File: config.mk
export PLATFORM = sky130hd
export DESIGN_NAME = sif_rndsat_bfe_fixedp
export DESIGN_NICKNAME = d
export VERILOG_FILES = /design/src/rtl/sif_rndsat_bfe_fixedp.sv
export SDC_FILE = /design/constraint.sdc
export NUM_CORES = 1
export LEC_CHECK = 0
export BUFFER_PORTS_ARGS = -buffer_cell sky130_fd_sc_hd__buf_2
export CAP_MARGIN = 20
export CELL_PAD_IN_SITES_DETAIL_PLACEMENT = 1
export CELL_PAD_IN_SITES_GLOBAL_PLACEMENT = 2
export CORE_MARGIN = 1
export CORE_UTILIZATION = 34
export CTS_CLUSTER_DIAMETER = 40
export DETAILED_ROUTE_END_ITERATION = 16
export GPL_ROUTABILITY_DRIVEN = 0
export PLACE_DENSITY_LB_ADDON = 0.1
export RECOVER_POWER = 50
export SYNTH_ARGS = -nofsm -noshare
export SYNTH_HDL_FRONTEND = slang
export SYNTH_SLANG_ARGS = --single-unit
File: constraint.sdc
create_clock -name clk -period 1.8 [get_ports clk]
set_input_delay 0.54 -clock clk [delete_from_list [all_inputs] [get_ports clk]]
set_output_delay 0.54 -clock clk [all_outputs]
set_load 0.01 [all_outputs]
File: src/rtl/sif_rndsat_bfe_fixedp.sv
// Butterfly post-stage: round/shift/saturate the widened sum, present it on valid/ready via a 2-entry skid buffer.
// Latency 1 cycle; I_rdy is registered and drops only while both entries are held. Optional macro: SIF_RNDSAT_SAT_CNT_EN.
module sif_rndsat_bfe_fixedp #(
    parameter int WIDTH_I  = 17,
    parameter int WIDTH_O  = 16,
    parameter int SHIFT    = 1,
    parameter int RND_MODE = 1
) (
    input  logic               clk,
    input  logic               rst,
    input  logic               I_vld,
    input  logic [WIDTH_I-1:0] I_dat,
    output logic               I_rdy,
    output logic               O_vld,
    output logic [WIDTH_O-1:0] O_dat,
    output logic               O_sat,
    input  logic               O_rdy
`ifdef SIF_RNDSAT_SAT_CNT_EN
    ,
    output logic [15:0]        sat_cnt
`endif
);

    localparam int WE  = WIDTH_I + 1;
    localparam int RSH = (SHIFT > 0) ? SHIFT - 1 : 0;
    localparam logic signed [WE-1:0] RND_ADD =
        (RND_MODE == 1 && SHIFT > 0) ? WE'(longint'(1) << RSH) : '0;
    localparam logic signed [WE-1:0] MAX_V = WE'((longint'(1) << (WIDTH_O - 1)) - 1);
    localparam logic signed [WE-1:0] MIN_V = ~MAX_V;

    typedef enum logic [1:0] {ST_EMPTY, ST_ONE, ST_FULL} state_t;

    state_t               state_q, state_d;
    logic [WIDTH_O-1:0]   main_dat_q, main_dat_d, skid_dat_q, skid_dat_d;
    logic                 main_sat_q, main_sat_d, skid_sat_q, skid_sat_d;
    logic                 i_rdy_q, i_rdy_d;

    logic signed [WE-1:0] ext_s, sum_s, shf_s;
    logic [WIDTH_O-1:0]   new_dat;
    logic                 new_sat;
    logic                 in_xfer, out_xfer;

    // One guard bit above the input keeps the rounding add from wrapping.
    always_comb begin
        ext_s   = {I_dat[WIDTH_I-1], I_dat};
        sum_s   = ext_s + RND_ADD;
        shf_s   = sum_s >>> SHIFT;
        new_dat = shf_s[WIDTH_O-1:0];
        new_sat = 1'b0;
        if (shf_s > MAX_V) begin
            new_dat = MAX_V[WIDTH_O-1:0];
            new_sat = 1'b1;
        end else if (shf_s < MIN_V) begin
            new_dat = MIN_V[WIDTH_O-1:0];
            new_sat = 1'b1;
        end
    end

    assign in_xfer  = I_vld & i_rdy_q;
    assign out_xfer = O_vld & O_rdy;

    always_comb begin
        state_d    = state_q;
        main_dat_d = main_dat_q;
        main_sat_d = main_sat_q;
        skid_dat_d = skid_dat_q;
        skid_sat_d = skid_sat_q;
        case (state_q)
            ST_EMPTY: begin
                if (in_xfer) begin
                    main_dat_d = new_dat;
                    main_sat_d = new_sat;
                    state_d    = ST_ONE;
                end
            end
            ST_ONE: begin
                if (in_xfer && !out_xfer) begin
                    skid_dat_d = new_dat;
                    skid_sat_d = new_sat;
                    state_d    = ST_FULL;
                end else if (in_xfer && out_xfer) begin
                    main_dat_d = new_dat;
                    main_sat_d = new_sat;
                end else if (out_xfer) begin
                    state_d    = ST_EMPTY;
                end
            end
            ST_FULL: begin
                if (out_xfer) begin
                    main_dat_d = skid_dat_q;
                    main_sat_d = skid_sat_q;
                    state_d    = ST_ONE;
                end
            end
            default: state_d = ST_EMPTY;
        endcase
        i_rdy_d = (state_d != ST_FULL);
    end

    always_ff @(posedge clk or posedge rst) begin
        if (rst) begin
            state_q    <= ST_EMPTY;
            main_dat_q <= '0;
            main_sat_q <= 1'b0;
            skid_dat_q <= '0;
            skid_sat_q <= 1'b0;
            i_rdy_q    <= 1'b1;
        end else begin
            state_q    <= state_d;
            main_dat_q <= main_dat_d;
            main_sat_q <= main_sat_d;
            skid_dat_q <= skid_dat_d;
            skid_sat_q <= skid_sat_d;
            i_rdy_q    <= i_rdy_d;
        end
    end

    assign I_rdy = i_rdy_q;
    assign O_vld = (state_q != ST_EMPTY);
    assign O_dat = main_dat_q;
    assign O_sat = main_sat_q;

`ifdef SIF_RNDSAT_SAT_CNT_EN
    logic [15:0] cnt_q, cnt_d;

    // Counts delivered clipped samples, sticking at all-ones.
    always_comb begin
        cnt_d = cnt_q;
        if (out_xfer && main_sat_q && (cnt_q != 16'hFFFF))
            cnt_d = cnt_q + 16'd1;
    end

    always_ff @(posedge clk or posedge rst) begin
        if (rst) cnt_q <= '0;
        else     cnt_q <= cnt_d;
    end

    assign sat_cnt = cnt_q;
`endif

endmodule
### After elaboration in Yosys (flattened, before gate mapping)

Cells that the tools add are included.

| cells by class | value |
|---|---|
| mux-type cells | 20 |
| shift-type cells | 0 |
| divide/modulo/power cells | 0 |
| bitwise operators | 2 |
| $add $sub $neg | 1 |
| magnitude comparators | 2 |
| multiply operators | 0 |
| reduce and logical (&&, ||, !) cells | 8 |
| equality and inequality tests | 7 |

Operator list:

| cell | number |
|---|---|
| two-way mux 16 bit | 6 |
| one-hot mux 16 bit (3 select lines) | 1 |
| adder 17 x 2 -> 18 bit, second input constant | 1 |
| > comparator 17 x 16 -> 1 bit, second input constant | 1 |
| less-than comparator 17 x 16 -> 1 bit, second input constant | 1 |
| two-way mux 2 bit | 5 |
| inequality test 2 bit, second input constant | 5 |
| two-way mux 1 bit | 6 |
| one-hot mux 2 bit (3 select lines) | 1 |
| AND reduction 5 bit | 1 |
| one-hot mux 1 bit (3 select lines) | 1 |
| nonzero test 3 bit | 1 |
| AND 1 bit | 2 |
| equality test 2 x 1 -> 1 bit, second input constant | 1 |
| equality test 2 bit, second input constant | 1 |
| logical AND 1 bit | 2 |
| logical NOT 2 bit | 1 |
| AND reduction 2 bit | 1 |
| nonzero test 2 bit | 1 |
| logical NOT 1 bit | 1 |

| word-level totals | value |
|---|---|
| bits of input ports | 21 |
| memories | 0 |
| bits in latches | 0 |
| output and inout bits | 19 |
| bits in writable memories | 0 |
| register bits after elaboration | 37 |
| bits in read-only memories | 0 |
| logic and storage cells | 46 |

### Logic depth before layout (Yosys ltp)

| depth | value |
|---|---|
| depth after elaboration | 7 |
| gate-level depth with buffers | 7 |
| depth with buffers taken out | 6 |

### Least setup slack after synthesis

OpenSTA, ideal clock, no wires.

| timing | value |
|---|---|
| path type | input -> register |
| start | input O_rdy |
| end | register main_dat_q[14] (netlist: O_dat[14]) |
| arrival time | 1.737 ns |
| data required time | 1.674 ns |
| path buffers | 2 |
| setup slack | -0.063 ns |
| setup time | 0.126 ns |
| cell stages on the path | 7 |
| cells stage by stage | buf_2 > nor2b_1 > or3_1 > nand2_1 > buf_2 > and3_1 > a221o_1 |

| on the way | value |
|---|---|
| word-level cells in the longest chain between the ends | 5 |
| elaborated cells between the ends (all ways) | 8 |
| those cells by class | eq/ne: 3; bitwise: 1; reduce/logical: 4 |

Ends and longest elaborated chain:

| item | RTL line | source |
|---|---|---|
| start: declaration | 17 | `input logic O_rdy` |
| AND 1 bit (*) | 60 | `assign out_xfer = O_vld & O_rdy;` |
| logical NOT 1 bit | 77 | `if (in_xfer && !out_xfer) begin` |
| logical AND 1 bit | 77 |  |
| inequality test 2 bit (no source line) | n/a |  |
| AND reduction 5 bit (no source line) (*) | n/a |  |
| end signal: assignment | 110 | `main_dat_q <= main_dat_d;` |
| end: declaration | 34 | `logic [WIDTH_O-1:0] main_dat_q, main_dat_d, skid_dat_q, skid_dat_d;` |

Every way passes the cells marked *; elsewhere a longest branch is shown, timed or not.
A chain may end at the register's enable or synchronous reset.

### Worst setup path in the final report

| timing | value |
|---|---|
| start | register state_q[1] |
| end | output O_vld |

| on the way | value |
|---|---|
| word-level cells in the longest chain between the ends | 1 |

Ends and longest elaborated chain:

| item | RTL line | source |
|---|---|---|
| start: declaration | 33 | `state_t state_q, state_d;` |
| start signal: assignment | 109 | `state_q <= state_d;` |
| nonzero test 2 bit | 119 | `assign O_vld = (state_q != ST_EMPTY);` |
| end: declaration | 14 | `output logic O_vld,` |

Every way passes these cells.

==> flow_summary.json <==
{
  "synth_xor_area_frac": 0.0591,
  "synth_fa_ha_area_frac": 0.00603,
  "arrival_ns": 1.22,
  "syn_to_final_growth_pct": 39.7,
  "status": "finished, final reports clean",
  "nets": 336,
  "synth_seq_cells": 37,
  "cts_sinks": 37,
  "yosys.area.top_type": "dfrtp_1",
  "setup_violations": 0,
  "grt_usage": 0.229,
  "dp_hpwl_mm": 5.11,
  "synth.top_cell.area_share": 0.434,
  "synth_cell_types": 51,
  "drt-initial-drc-count": 94,
  "post_drt_wl_per_cell_um": 16.7,
  "synth-edff-count": 0,
  "worstSkewPairLatency_ns": 0.29,
  "synth_fp_nets": 239,
  "grt_overflow_total": 0,
  "yosysSeqAreaShare": 0.447,
  "cts_buffer_depth": 2,
  "drc_errors": 0,
  "fin_skew_ns": 0.00609,
  "synth_most_common_cell": "dfrtp_1",
  "syn_area_per_cell_um2": 9.56,
  "peakVddDrop_uv": 491,
  "dp_slack_ns": -0.314,
  "initial_utilization": 0.352,
  "grt_first_pass_wirelength_mm": 11.0,
  "yosys_most_used_dff": "dfrtp_1",
  "firstDrtPassIters": 4,
  "maxCapViolations": 0,
  "yosys_warnings": 0,
  "rsz0062_at_grt": "true",
  "synth-simple-area-share": 0.236,
  "drv_slew": 0,
  "drive_above_1_share": 0.414,
  "synth_top_family_by_area": "simple AND/OR/NAND/NOR gates",
  "die_w_um": 80.1,
  "grt_pass1_vias": 2164,
  "final_cell_count_no_fill": 389,
  "htreeDepth": 2,
  "routed_wl_mm": 6.51,
  "p_leak_nw": 1.32,
  "dp.cells": 380,
  "synth_compound_area_frac": 0.210,
  "antenna_found_initial": 0,
  "relSlewSlack": 0.370,
  "min_period_ns": 1.76,
  "cts_tree": "yes",
  "worstPathMaxFanout": 2,
  "worst_slack_ns": 0.0387,
  "avgViaCountPerCell": 5.21,
  "grt_max_degree": 38,
  "worst_pin_slew_ns": 0.945,
  "ant_nets": 0,
  "yosys-top-cells-area": "dfrtp_1, nor2_1, a211oi_2",
  "std_cell_rows": 28,
  "min_path_type": "flop to flop",
  "syn_inst": 217,
  "hold_viol_final": 0,
  "synth_area_um2": 2070,
  "critical_path.endpoint_type": "primary output",
  "fin_crit_sh": 0.978,
  "worst_setup_path_start_kind": "flop",
  "synth_common_cells": "dfrtp_1, nor2_1, nand2_1, a21oi_1, nor3_1",
  "diodes": 0,
  "die_area_um2": 6420,
  "io_buffers": 39,
  "fmax_mhz": 568,
  "ios": 40,
  "numCtsBuffers": 5,
  "vias": 2028,
  "root_buffer": "clkbuf_8",
  "worstPathRequired_ns": 1.26,
  "synth_mux_area_frac": 0.0103,
  "core_um2": 5890,
  "synth_async_sr_flop_share": 1.00,
  "die_h_um": 80.1,
  "critical_path_class": "flop to primary output",
  "fillers": 726,
  "finalPower_mw": 3.49,
  "powerDensity_nw_per_um2": 1200,
  "clk_pin_slew_ns": 0.07
}
-- worst paths after layout --
check / startpoint / end / slack, ns / cells past startpoint
min in group asynchronous: rst / skid_dat_q[14] / 0.54 / 3
max in group asynchronous: rst / O_dat[12] / 0.68 / 3
worst max register to register: I_rdy / O_dat[6] / 0.15 / 6
worst max-delay path: state_q[1] / O_vld / 0.04 / 3
worst min register to register: O_sat / O_sat / 0.49 / 2
worst min-delay path: O_sat / O_sat / 0.49 / 2
-- state kept, by name, summed over array words and instances (netlist names) --
name	count
O_sat	1
skid_sat_q	1
O_dat	16
state_q	2
I_rdy	1
skid_dat_q	16
-- layer usage --
layer / part of all wire / GRT usage
met1: 0.46 / 0.299
met2: 0.50 / 0.397
met3: 0.032 / 0.0341
met4: 0.0041 / 0.0536
met5: 0 / 0
-- metrics by stage --
| step | cell area (µm²) | hold WS (ns) | utilization | setup TNS, ns |
|---|---|---|---|---|
| final | 2900 | 0.485 | 0.492 | 0 |
| after floorplan | 2080 | 0.446 | - | -0.000953 |
| after detailed placement | 2770 | 0.466 | 0.470 | -5.85 |
| after global placement | 2770 | 0.464 | 0.470 | -4.88 |
| after CTS | 2870 | 0.371 | 0.487 | 0 |
| after global routing | 2900 | 0.526 | 0.492 | -0.0301 |
-- layout make-up --
| type | instances | area, µm² | share of cell area |
|---|---|---|---|
| timing repair buffer | 101 | 662 | 0.228 |
| clock buffer | 7 | 86.3 | 0.0298 |
| inverter | 3 | 11.3 | 0.00389 |
| sequential | 37 | 927 | 0.320 |
| multi-input combinational | 166 | 1120 | 0.386 |
| tap | 75 | 93.8 | 0.0324 |
-- where the power goes --
part	internal [mW]	switching, mW
logic	0.733	0.763
clock network	0.304	0.295
registers	1.20	0.194
-- cells in the final DEF (no fill, tap or decap), types with 2 or more instances in the layout --
cell type,count
a221o_1,5
nand3_2,2
clkbuf_8,6
nand2_1,20
nand3_1,7
a22o_1,5
buf_4,58
a31oi_1,4
a211oi_2,7
and2_2,2
and3_1,10
a211oi_1,2
xor2_1,5
xnor2_1,9
nor2_1,24
buf_2,33
dfrtp_1,36
o21ai_2,2
buf_6,3
o21ai_1,3
nand4_1,2
clkbuf_1,7
o21ai_0,4
nor3_1,10
a21oi_1,12
inv_1,3
-- worst max-delay path, cell delays in order, from the launching register on --
cell	delay (ns)
dfrtp_1	0.41
buf_6	0.12
or2_2	0.29
buf_6	0.12
-- repair_timing --
action                     in CTS  in global routing
pin swaps                       0                  1
gates resized for setup         2                 10
buffers inserted                1                  1
hold buffers                    0                  0
setup endpoints to repair       3                 23
-- cells by family (layout without fill, tap and decap cells) --
group / count (synthesis) / in the layout
multiplexers: 2 / 2
flip-flops: 37 / 37
AO/OA/AOI/OAI: 56 / 56
XOR/XNOR: 14 / 14
AND/OR/NAND/NOR: 93 / 93
adder cells (fa/ha/maj): 1 / 1
buffers and inverters: 14 / 111
Note: power is estimated with default switching activity, not from simulation.
